## src/rtl/mul_seq.sv

```systemverilog
// Multi-cycle shift-add multiplier, one multiplier bit per clock, signed/unsigned per operation.
// Optional build macro MUL_EARLY_TERM_EN: finish as soon as the remaining multiplier bits are all zero.
module mul_seq #(
    parameter int WIDTH = 32
) (
    input  logic               clk,
    input  logic               rst,
    input  logic               start,
    input  logic               is_signed,
    input  logic [WIDTH-1:0]   a,
    input  logic [WIDTH-1:0]   b,
    output logic               busy,
    output logic               done,
    output logic [2*WIDTH-1:0] c
);
    localparam int CW = $clog2(WIDTH);

    typedef enum logic [1:0] {IDLE, CALC, FINISH} state_t;

    state_t             state, state_next;
    logic [2*WIDTH-1:0] acc;
    logic [2*WIDTH-1:0] mc;
    logic [WIDTH-1:0]   mp;
    logic [WIDTH-1:0]   mag_a;
    logic [WIDTH-1:0]   mag_b;
    logic [CW-1:0]      cnt;
    logic               neg;
    logic               last_iter;

    // -2^(WIDTH-1) negates to itself, which is the correct unsigned magnitude
    assign mag_a = (is_signed && a[WIDTH-1]) ? (~a + WIDTH'(1)) : a;
    assign mag_b = (is_signed && b[WIDTH-1]) ? (~b + WIDTH'(1)) : b;

`ifdef MUL_EARLY_TERM_EN
    assign last_iter = (cnt == CW'(WIDTH-1)) || (mp[WIDTH-1:1] == '0);
`else
    assign last_iter = (cnt == CW'(WIDTH-1));
`endif

    assign busy = (state != IDLE);

    always_ff @(posedge clk or posedge rst) begin
        if (rst) state <= IDLE;
        else     state <= state_next;
    end

    always_comb begin
        state_next = state;
        case (state)
            IDLE:    if (start) state_next = CALC;
            CALC:    if (last_iter) state_next = FINISH;
            FINISH:  state_next = IDLE;
            default: state_next = IDLE;
        endcase
    end

    always_ff @(posedge clk or posedge rst) begin
        if (rst) begin
            acc  <= '0;
            mc   <= '0;
            mp   <= '0;
            cnt  <= '0;
            neg  <= 1'b0;
            c    <= '0;
            done <= 1'b0;
        end else begin
            done <= 1'b0;
            case (state)
                IDLE: begin
                    if (start) begin
                        acc <= '0;
                        mc  <= {{WIDTH{1'b0}}, mag_a};
                        mp  <= mag_b;
                        cnt <= '0;
                        neg <= is_signed & (a[WIDTH-1] ^ b[WIDTH-1]);
                    end
                end
                CALC: begin
                    if (mp[0]) acc <= acc + mc;
                    mc  <= mc << 1;
                    mp  <= mp >> 1;
                    cnt <= cnt + CW'(1);
                end
                FINISH: begin
                    c    <= neg ? (~acc + (2*WIDTH)'(1)) : acc;
                    done <= 1'b1;
                end
                default: ;
            endcase
        end
    end
endmodule

```

## config.mk

```make
export PLATFORM = sky130hd
export DESIGN_NAME = mul_seq
export DESIGN_NICKNAME = d
export VERILOG_FILES = /design/src/rtl/mul_seq.sv
export SDC_FILE = /design/constraint.sdc
export NUM_CORES = 1
export LEC_CHECK = 0
export CAP_MARGIN = 20
export CORE_MARGIN = 10
export CORE_UTILIZATION = 30
export CTS_CLUSTER_DIAMETER = 60
export CTS_CLUSTER_SIZE = 20
export DETAILED_ROUTE_END_ITERATION = 16
export HOLD_SLACK_MARGIN = 0.03
export PLACE_DENSITY = 0.55
export SKIP_LAST_GASP = 1
export SLEW_MARGIN = 0
export SYNTH_ARGS = -nofsm -noshare
export SYNTH_HDL_FRONTEND = slang
export SYNTH_SLANG_ARGS = --single-unit
export TNS_END_PERCENT = 10
```

## constraint.sdc

```tcl
create_clock -name clk -period 14.1 [get_ports clk]
set_input_delay 3.525 -clock clk [delete_from_list [all_inputs] [get_ports clk]]
set_output_delay 3.525 -clock clk [all_outputs]
set_load 0.01 [all_outputs]
```

**Word level (Yosys, flattened, before mapping)**

Cells that the tools add are included.

- Bits in registers: 233
- Bits of input ports: 68
- Output and inout port bits: 66

- Add/sub/neg operators: 5
- Eq/ne operators: 6
- Muxes and demuxes: 16
- Bitwise logic cells: 5
- Reduce and logical (&&, ||, !) cells: 9

Operators by type and width:

| kind | count |
|---|---|
| 2-to-1 mux 64 bit | 4 |
| one-hot mux 64 bit (2 select lines) | 2 |
| 2-to-1 mux 32 bit | 3 |
| adder 32 x 1 -> 32 bit, second input constant | 2 |
| adder 64 x 1 -> 64 bit, second input constant | 1 |
| adder 64 bit | 1 |
| inverter 32 bit | 2 |
| inverter 64 bit | 1 |
| one-hot mux 32 bit (2 select lines) | 1 |
| one-hot mux 5 bit (2 select lines) | 1 |
| != test 2 bit, second input constant | 3 |
| AND reduction 2 bit | 3 |
| adder 5 x 1 -> 5 bit, second input constant | 1 |
| == test 5 bit, second input constant | 1 |
| 2-to-1 mux 5 bit | 1 |
| 2-to-1 mux 2 bit | 2 |
| one-hot mux 2 bit (2 select lines) | 1 |
| nonzero test 2 bit | 2 |
| AND reduction 3 bit | 1 |
| == test 2 x 1 -> 1 bit, second input constant | 1 |
| == test 2 bit, second input constant | 1 |
| logical AND 1 bit | 2 |
| logical NOT 2 bit | 1 |
| AND 1 bit | 1 |
| other kinds (2) | 2 |

**Logic depth before layout (Yosys ltp)**

Gate-level depths: netlist of run 1.

- Depth after elaboration: 5
- Mapped depth: 13

**Least setup slack after synthesis of run 1**

Ideal clock, no wire load.

- Kind: in2reg
- From: in a[7]
- To: reg mc[28]
- Setup time: 0.127 ns
- Arrival time: 5.813 ns
- Slack: 8.160 ns
- Stages on the path: 10
- Path buffers: 0
- Path through: or3_4 -> or3_4 -> or3_4 -> or4_4 -> nor4_4 -> a21o_4 -> a21boi_4 -> nand2_1 -> xnor2_1 -> o21ai_1

- Cells in the longest elaborated chain, start to end: 5

Ends and longest elaborated chain:

| what | RTL line | text |
|---|---|---|
| from (decl) | 10 | `input logic [WIDTH-1:0] a,` |
| inverter 32 bit | 31 | `assign mag_a = (is_signed && a[WIDTH-1]) ? (~a + WIDTH'(1)) : a;` |
| adder 32 x 1 -> 32 bit | 31 |  |
| 2-to-1 mux 32 bit | 31 |  |
| 2-to-1 mux 64 bit | 70 | `if (start) begin` |
| one-hot mux 64 bit (2 select lines) | 68 | `case (state)` |
| to (signal assigned) | 72 | `mc <= {{WIDTH{1'b0}}, mag_a};` |
| to (signal assigned) | 80 | `mc <= mc << 1;` |
| to (decl) | 22 | `logic [2*WIDTH-1:0] mc;` |

No other way between the ends. The select of a mux whose other input is x is not followed.
A chain may end at the register's enable or synchronous reset.

**Final worst setup path of run 1**

- From: in a[7]
- To: reg mc[29]

The elaborated chain is that of the path after synthesis.

==> results.rst, run 1 <==
.. list-table::
   :header-rows: 1

   * - Metric
     - Value
   * - Placement-stage cell area
     - roughly 17000 sq um
   * - Fraction of power consumed by the clock network
     - 0.190
   * - Fraction of registers with async set or reset after synthesis
     - 1.00
   * - Area of the multi-input gates
     - about 8600 sq um
   * - Floorplan die height
     - 243 um
   * - #FFs+latches synth
     - between 200 and 250
   * - Nets@finish
     - 1946
   * - Pin count of the biggest net entering global routing
     - around 100
   * - CP max stage cell
     - sky130_fd_sc_hd__clkdlybuf4s50_1
   * - Ranking of synthesized cells by area
     - sky130_fd_sc_hd__dfrtp_1, sky130_fd_sc_hd__o21ai_0, sky130_fd_sc_hd__nand2_1
   * - Synth Flop Type
     - sky130_fd_sc_hd__dfrtp_1
   * - Most instantiated cells after synthesis
     - sky130_fd_sc_hd__nand2_1, sky130_fd_sc_hd__o21ai_0, sky130_fd_sc_hd__dfrtp_1, sky130_fd_sc_hd__xor2_1, sky130_fd_sc_hd__clkbuf_1
   * - Cells traversed along the worst timing path
     - clkdlybuf4s50_1 -> or3_4 -> or3_4 -> or3_2 -> nor4_2 -> and3b_1 -> nand2_1 -> o31ai_4 -> nand2_1 -> xnor2_1 -> o21ai_0
   * - Reg2Reg Setup Slack
     - around 10 ns
   * - RePlAce Congestion
     - about 0.88
   * - Worst relative slew slack
     - 0.390
   * - Delay-heaviest family, CP
     - simple AND/OR/NAND/NOR gates
   * - Diodes inserted
     - 0
   * - Data required time of the critical path
     - around 15 ns
   * - Met3 track demand over resource
     - 0.0266
   * - Synth Net Count
     - approximately 1900
   * - WHS Endpoint
     - c[31]
   * - RSZ-0062 raised after global routing
     - no
   * - Max Fanout on Critical Path
     - 3
   * - Area of all sequential standard cells
     - between 5000 and 6000 sq um
   * - Crit Reg-Reg Endpoint
     - acc[58]
   * - Number of clock sinks
     - roughly 230
   * - Hold path depth
     - 2
   * - NetSw
     - between 1.5 and 2 mW
   * - Internal portion of total power
     - roughly 2.1 mW
   * - Placed instance count
     - 2440
   * - Register share of total power
     - 0.312
   * - Number of flops mapped to enable cells by yosys
     - 0
   * - CTS clk-pin slew, worst paths
     - 0.06 ns
   * - Max-cap viol count
     - 0
   * - Antenna violation net count after detailed routing
     - 0
   * - Post-Synthesis Mean Instance Area
     - ~8.6 sq um
   * - Met2 GRT Util
     - 0.224
   * - Stages on the worst setup path
     - 11
   * - Core outline area
     - 49000 sq um
   * - Number of unique standard cell types used by synthesis
     - between 70 and 80
   * - Initial cell density of the core
     - 0.304
   * - Achievable Freq
     - about 160 MHz
   * - Combined global-route utilization of all metal layers
     - 0.144
   * - Global routing met1 resource utilization
     - 0.202
   * - Endpoint kind of the worst setup timing path
     - flop
   * - Number of buffers inserted to repair setup after CTS
     - 0
   * - Share of cells above drive strength 1
     - 0.0513
   * - Post-CTS Hold Fix Bufs
     - 0
   * - Most used routing layer
     - met2
   * - Total via count after detailed routing
     - 12800
   * - Horizontal extent of the die
     - roughly 240 um
   * - Hold WS
     - 0.478 ns
   * - Filler-free cell count of the finished design
     - about 2500
   * - Synthesis Warnings
     - 0
   * - LEAKAGE
     - 7.57 nW
   * - Source-to-sink clock delay at the later pin of the worst-skew pair
     - around 0.58 ns
   * - Signed area change from the synthesized netlist to the final layout
     - 19.5%
   * - Count of final hold-check violations
     - 0
   * - Cell at the root of the clock tree
     - sky130_fd_sc_hd__clkbuf_16
   * - Placed wire-length estimate
     - between 30000 and 40000 um
   * - Count of final setup violators
     - 0
   * - Iter 0 DRT Violations
     - approximately 900
   * - CP Class
     - in -> reg
   * - Setup Slack @ Placement
     - between 7 and 8 ns
   * - Total gr overflow
     - 0
   * - Transition at the pin with the smallest max-transition slack
     - 0.891 ns
   * - Cells after Synth
     - 1730
   * - Slowest cell delay on critical path
     - ~0.46 ns
   * - Launch instance of the worst min-delay path
     - c[31]
   * - Total Neg Setup Slack
     - 0 ns
   * - Total power after layout
     - between 3 and 4 mW
   * - Crit share post-route
     - 0.430
   * - Number of I/O port buffers
     - between 100 and 150
   * - Clock tree from TritonCTS
     - yes
   * - Final min period
     - between 6 and 7 ns
   * - Count of cells resized by post-cts repair
     - 0
   * - Die Area
     - 58900 sq um
   * - Finished layout cell area
     - 17800 sq um
   * - DR vias/cell
     - just over 5
   * - Layout Skew
     - around 0.022 ns
   * - Wire length per cell
     - 17.3 um
   * - Power density cells
     - 220 nW/um^2
   * - Router iterations before antenna repair
     - 5
   * - Number of ports placed on the die boundary
     - 134
   * - Result of the run
     - complete, no violations
   * - Portion of total power attributed to combinational logic
     - 0.499
   * - Setup WS post-layout
     - approximately 8.0 ns
   * - Count of final max-slew check failures
     - 0
   * - Sequential area share after synthesis
     - 0.392
   * - FP Rows
     - a little over 80
   * - Clock buffer depth
     - 3
   * - Most numerous cell in the Yosys netlist
     - sky130_fd_sc_hd__nand2_1
   * - Nature of the critical path startpoint
     - input pin
   * - Via count of the first global-routing pass
     - between 10000 and 15000
   * - Switching portion of total power
     - 0.459
   * - Worst IR drop on VDD
     - between 90 and 100 uV
   * - Remaining design rule violation count
     - 0
   * - Reg-to-reg critical path startpoint
     - mc[0]
   * - Wire length of the first global-routing pass
     - between 70000 and 80000 um
   * - Worst endpoint data arrival time
     - 6.49 ns
   * - Sum of routed wire length over all layers
     - roughly 43000 um
   * - Synth area leader
     - sky130_fd_sc_hd__dfrtp_1
   * - Final cell utilization of the core
     - 0.363
   * - Fill cell instance count of the final layout
     - between 5000 and 6000
   * - Share of Yosys cell area claimed by the top area cell type
     - 0.392
   * - CTS buffer count
     - 29
   * - Worst Path Buf+Inv
     - 1
   * - Hold Crit Class
     - reg -> reg
   * - Number of H-tree branching levels
     - 1
   * - Synth Cell Area
     - 14900 sq um
   * - Number of antenna violations at the first check in global routing
     - 0
   * - Number of cells on the worst reg-to-reg path
     - 13
==> worst reg2reg max path: stages, from the launching register on <==
cell and delay (ns):
sky130_fd_sc_hd__dfrtp_1 0.43, sky130_fd_sc_hd__ha_1 0.22, sky130_fd_sc_hd__inv_1 0.06, sky130_fd_sc_hd__fa_1 0.40
sky130_fd_sc_hd__nor2b_1 0.17, sky130_fd_sc_hd__o2111a_1 0.24, sky130_fd_sc_hd__o21ai_1 0.12, sky130_fd_sc_hd__a2111oi_1 0.56
sky130_fd_sc_hd__o21ai_1 0.20, sky130_fd_sc_hd__a2111o_1 0.52, sky130_fd_sc_hd__a211oi_2 0.30, sky130_fd_sc_hd__o311ai_1 0.22
sky130_fd_sc_hd__a21o_1 0.21, sky130_fd_sc_hd__a32o_1 0.25
==> layout make-up <==
cell class / count / area share
tap: 664 / 0.0467
timing repair buffer: 145 / 0.0822
clock buffer: 32 / 0.0420
inverter: 32 / 0.00718
sequential: 233 / 0.328
multi-input combinational: 1368 / 0.483
clock inverter: 21 / 0.0111
==> state kept, by name (all words and copies together) (netlist names) <==
signal and count:
state 2, done 1, c 64, mc 64
acc 64, mp 32, cnt 5, neg 1
==> cells in the final DEF (no fill, tap or decap), drive strengths merged, types with 5 or more instances in the layout <==
cell,instances
nand2,303
o21ai,280
dfrtp,233
clkdlybuf4s50,133
xor2,117
a21oi,79
ha,68
nor2,61
a22oi,59
xnor2,58
a21o,41
inv,39
o31ai,35
clkbuf,32
nand3,24
nand4,20
nor3,19
or3,17
or4,15
o41ai,14
nor2b,13
nor4,13
buf,12
a31oi,11
and2,10
nand2b,10
o21bai,9
and3,8
clkinv,7
o21a,6
o211ai,6
clkinvlp,6
or2,6
a21boi,6
nor3b,6
and4,5
a221oi,5
a221o,5
==> worst max path at each step <==
stage	endpoint	start	slack, ns
2_1_floorplan	acc[0]	rst	4.19
3_3_place_gp	mc[29]	a[7]	7.48
3_5_place_dp	mc[29]	a[7]	7.46
4_1_cts	mc[29]	a[7]	8.07
5_1_grt	mc[29]	a[7]	7.86
6_report	mc[29]	a[7]	8.04
==> power by group through the flow <==
stage | clock network [mW] | registers, mW | logic (mW)
6_report | 0.741 | 1.22 | 1.95
5_1_grt | 0.792 | 1.26 | 2.21
4_1_cts | 0.762 | 1.21 | 1.96
3_5_place_dp | 0 | 1.23 | 1.95
3_3_place_gp | 0 | 1.22 | 1.94
2_1_floorplan | 0 | 1.11 | 1.47
==> kinds of logic (layout without fill, tap and decap cells) <==
group / Yosys count / after routing / synth area share
buf+inv: 129 / 230 / 0.0338
compound gates: 586 / 586 / 0.243
simple gates: 534 / 534 / 0.167
fa+ha+maj: 69 / 69 / 0.0585
mux: 4 / 4 / 0.00269
xor+xnor: 175 / 175 / 0.103
flops: 233 / 233 / 0.392
==> layer usage <==
layer,routed length (um),vias up
li1,-,6397
met3,2480,50
met5,0,-
met4,730,0
met2,18800,296
met1,21300,6067
(Power assumes the default switching activity.)
==> run 2, diff against run 1 <==
==> constraint.sdc (replaced) <==
create_clock -name clk -period 5.8 [get_ports clk]
set_input_delay 1.45 -clock clk [delete_from_list [all_inputs] [get_ports clk]]
set_output_delay 1.45 -clock clk [all_outputs]
set_load 0.01 [all_outputs]
==> run 2 against run 1 <==
Sequential share of layout area is 0.16 points higher; critical path depth is 2 higher; wire length shrank 1.3%; worst setup slack lost 6.4 ns; utilization shrank 0.17 points; count of clock-buffer cells in the layout shrank 7; critical path type is now reg -> reg; highest routed layer unchanged.
==> results.rst, run 2 (synthesis gave the netlist of run 1 again) <==
.. list-table::
   :header-rows: 1

   * - Metric
     - Value
   * - Result of the run
     - complete, no violations
   * - Number of H-tree branching levels
     - 1 (unchanged)
   * - LEAKAGE
     - 7.54 nW (-0.41%)
   * - Horizontal extent of the die
     - 243 um (unchanged)
   * - CTS clk-pin slew, worst paths
     - 0.08 ns (+0.02 ns)
   * - Max Fanout on Critical Path
     - 5 (+2)
   * - Crit share post-route
     - 0.716
   * - Area of all sequential standard cells
     - 5830 sq um (unchanged)
   * - Count of final hold-check violations
     - 0 (unchanged)
   * - Number of buffers inserted to repair setup after CTS
     - 0 (unchanged)
   * - Total Neg Setup Slack
     - 0 ns (unchanged)
   * - Source-to-sink clock delay at the later pin of the worst-skew pair
     - 0.56 ns (-0.02 ns)
   * - Power density cells
     - 530 nW/um^2 (+140%)
   * - Nature of the critical path startpoint
     - flop
   * - Wire length of the first global-routing pass
     - 69500 um (-1.4%)
   * - Nets@finish
     - 1944 (-0.10%)
   * - Area of the multi-input gates
     - 8580 sq um (unchanged)
   * - Via count of the first global-routing pass
     - 12500 (-0.13%)
   * - Iter 0 DRT Violations
     - 933 (+5.3%)
   * - FP Rows
     - 81 (unchanged)
   * - Cells traversed along the worst timing path
     - ha_1 -> inv_1 -> fa_1 -> nor2b_1 -> o2111a_1 -> o21ai_1 -> a2111oi_1 -> o21ai_1 -> a2111o_1 -> a211oi_2 -> o311ai_1 -> a21o_1 -> a32o_1
   * - Number of ports placed on the die boundary
     - 134 (unchanged)
   * - Floorplan die height
     - 243 um (unchanged)
   * - Slowest cell delay on critical path
     - 0.68 ns (+0.22 ns)
   * - Count of final setup violators
     - 0 (unchanged)
   * - DR vias/cell
     - 5.15 (+0.31%)
   * - Count of cells resized by post-cts repair
     - 0 (unchanged)
   * - Wire length per cell
     - 17.1 um (-1.1%)
   * - Count of final max-slew check failures
     - 0 (unchanged)
   * - Delay-heaviest family, CP
     - compound AO/OA/AOI/OAI gates
   * - Largest registers
     - acc (64), c (64), mc (64)
   * - Share of cells above drive strength 1
     - 0.0498 (-0.00150)
   * - Sum of routed wire length over all layers
     - 42700 um (-1.3%)
   * - Total via count after detailed routing
     - 12800 (+0.11%)
   * - Commonest non-fill, non-tap cell in the layout
     - sky130_fd_sc_hd__nand2_1
   * - Total gr overflow
     - 0 (unchanged)
   * - Initial cell density of the core
     - 0.304 (unchanged)
   * - RePlAce Congestion
     - 0.894 (+1.2%)
   * - Worst endpoint data arrival time
     - 4.59 ns (-1.90 ns)
   * - Combined global-route utilization of all metal layers
     - 0.142 (-0.00178)
   * - Number of I/O port buffers
     - 133 (unchanged)
   * - Number of antenna violations at the first check in global routing
     - 0 (unchanged)
   * - Pin count of the biggest net entering global routing
     - 103 (+2.0%)
   * - Signed area change from the synthesized netlist to the final layout
     - 18.9%
   * - Diodes inserted
     - 0 (unchanged)
   * - Fill cell instance count of the final layout
     - 4999 (-0.36%)
   * - Worst relative slew slack
     - 0.306 (-0.0839)
   * - CTS buffer count
     - 25 (-14%)
   * - Core outline area
     - 49000 sq um (unchanged)
   * - Remaining design rule violation count
     - 0 (unchanged)
   * - Worst IR drop on VDD
     - 186 uV (+100%)
   * - RSZ-0062 raised after global routing
     - no
   * - Final cell utilization of the core
     - 0.361 (-0.00174)
   * - Router iterations before antenna repair
     - 5 (unchanged)
   * - Most Frequent Cell on Critical Path
     - sky130_fd_sc_hd__o21ai_1
   * - CP max stage cell
     - sky130_fd_sc_hd__a2111oi_1
   * - Layout Skew
     - 0.0220 ns (-0.000286 ns)
   * - Endpoint kind of the worst setup timing path
     - flop
   * - CP Class
     - reg -> reg
   * - Max-cap viol count
     - 0 (unchanged)
   * - Clock buffer depth
     - 3 (unchanged)
   * - Transition at the pin with the smallest max-transition slack
     - 1.03 ns (+0.140 ns)
   * - Achievable Freq
     - roughly 240 MHz
   * - Post-CTS Hold Fix Bufs
     - 0 (unchanged)
   * - Clock tree from TritonCTS
     - yes
   * - Antenna violation net count after detailed routing
     - 0 (unchanged)
   * - Cell at the root of the clock tree
     - sky130_fd_sc_hd__clkbuf_16
   * - Final min period
     - 4.15 ns
   * - Number of clock sinks
     - 233 (unchanged)
   * - Die Area
     - 58900 sq um (unchanged)
   * - Worst Path Buf+Inv
     - 1 (unchanged)
   * - Placed wire-length estimate
     - 32600 um (+0.43%)
   * - Most frequent cells in the layout
     - sky130_fd_sc_hd__nand2_1, sky130_fd_sc_hd__o21ai_0, sky130_fd_sc_hd__dfrtp_1
   * - Hold Crit Class
     - reg -> reg
   * - Data required time of the critical path
     - 6.23 ns (-8.30 ns)
[run 2: changes by cell type in the layout (fill, tap and decap cells not counted), sizes merged]
cell      before  now
inv           39   43
clkinvlp       6    2
clkbuf        32   25
buf           12   14
[run 2: final timing paths]
path,start,endpoint,slack (ns),cells past startpoint
max in group asynchronous,rst,neg,3.49,3
max,acc[0],acc[58],1.65,13
max reg2reg,acc[0],acc[58],1.65,13
min reg2reg,c[10],c[10],0.48,2
min,c[10],c[10],0.48,2
min in group asynchronous,rst,acc[24],1.30,2
[run 2: layout make-up]
class / count / share of cell area
clock buffer: 25 / 0.0354
clock inverter: 21 / 0.0141
inverter: 32 / 0.00700
multi-input combinational: 1368 / 0.485
sequential: 233 / 0.330
tap: 664 / 0.0470
timing repair buffer: 147 / 0.0819
[run 2: layer usage]
metal  track usage  vias to the layer above  part of all wire
met4        0.0329                        0             0.018
li1              -                     6388                 -
met5             0                        -                 0
met2         0.220                      321              0.44
met3        0.0250                       40             0.060
met1         0.201                     6075              0.49
[run 2: per-stage QoR]
| stage | std cells | hold WS [ns] | cell area, sq um | power, mW | setup WS, ns |
|---|---|---|---|---|---|
| 6_report | 2490 | 0.477 | 17700 | 9.37 | 1.65 |
| 5_1_grt | 2490 | 0.508 | 17700 | 10.2 | 1.33 |
| 4_1_cts | 2490 | 0.489 | 17700 | 9.45 | 1.69 |
| 3_5_place_dp | 2444 | 0.470 | 16800 | 7.72 | 1.22 |
| 3_3_place_gp | 2444 | 0.464 | 16800 | 7.64 | 1.27 |
| 2_1_floorplan | 1730 | 0.449 | 14900 | 6.28 | 1.30 |
[run 2: tightest hold or removal path, delay by kind of cell (launching register included)]
| family | cells | cell delay [ns] |
|---|---|---|
| simple gates | 1 | 0.04 |
| flops | 1 | 0.35 |
| compound gates | 1 | 0.05 |
[run 2: power by group]
part / internal (mW) / switching [mW] / leakage, nW
registers: 2.22 / 0.731 / 2.74
logic: 1.92 / 2.81 / 4.37
clock network: 0.893 / 0.797 / 0.426
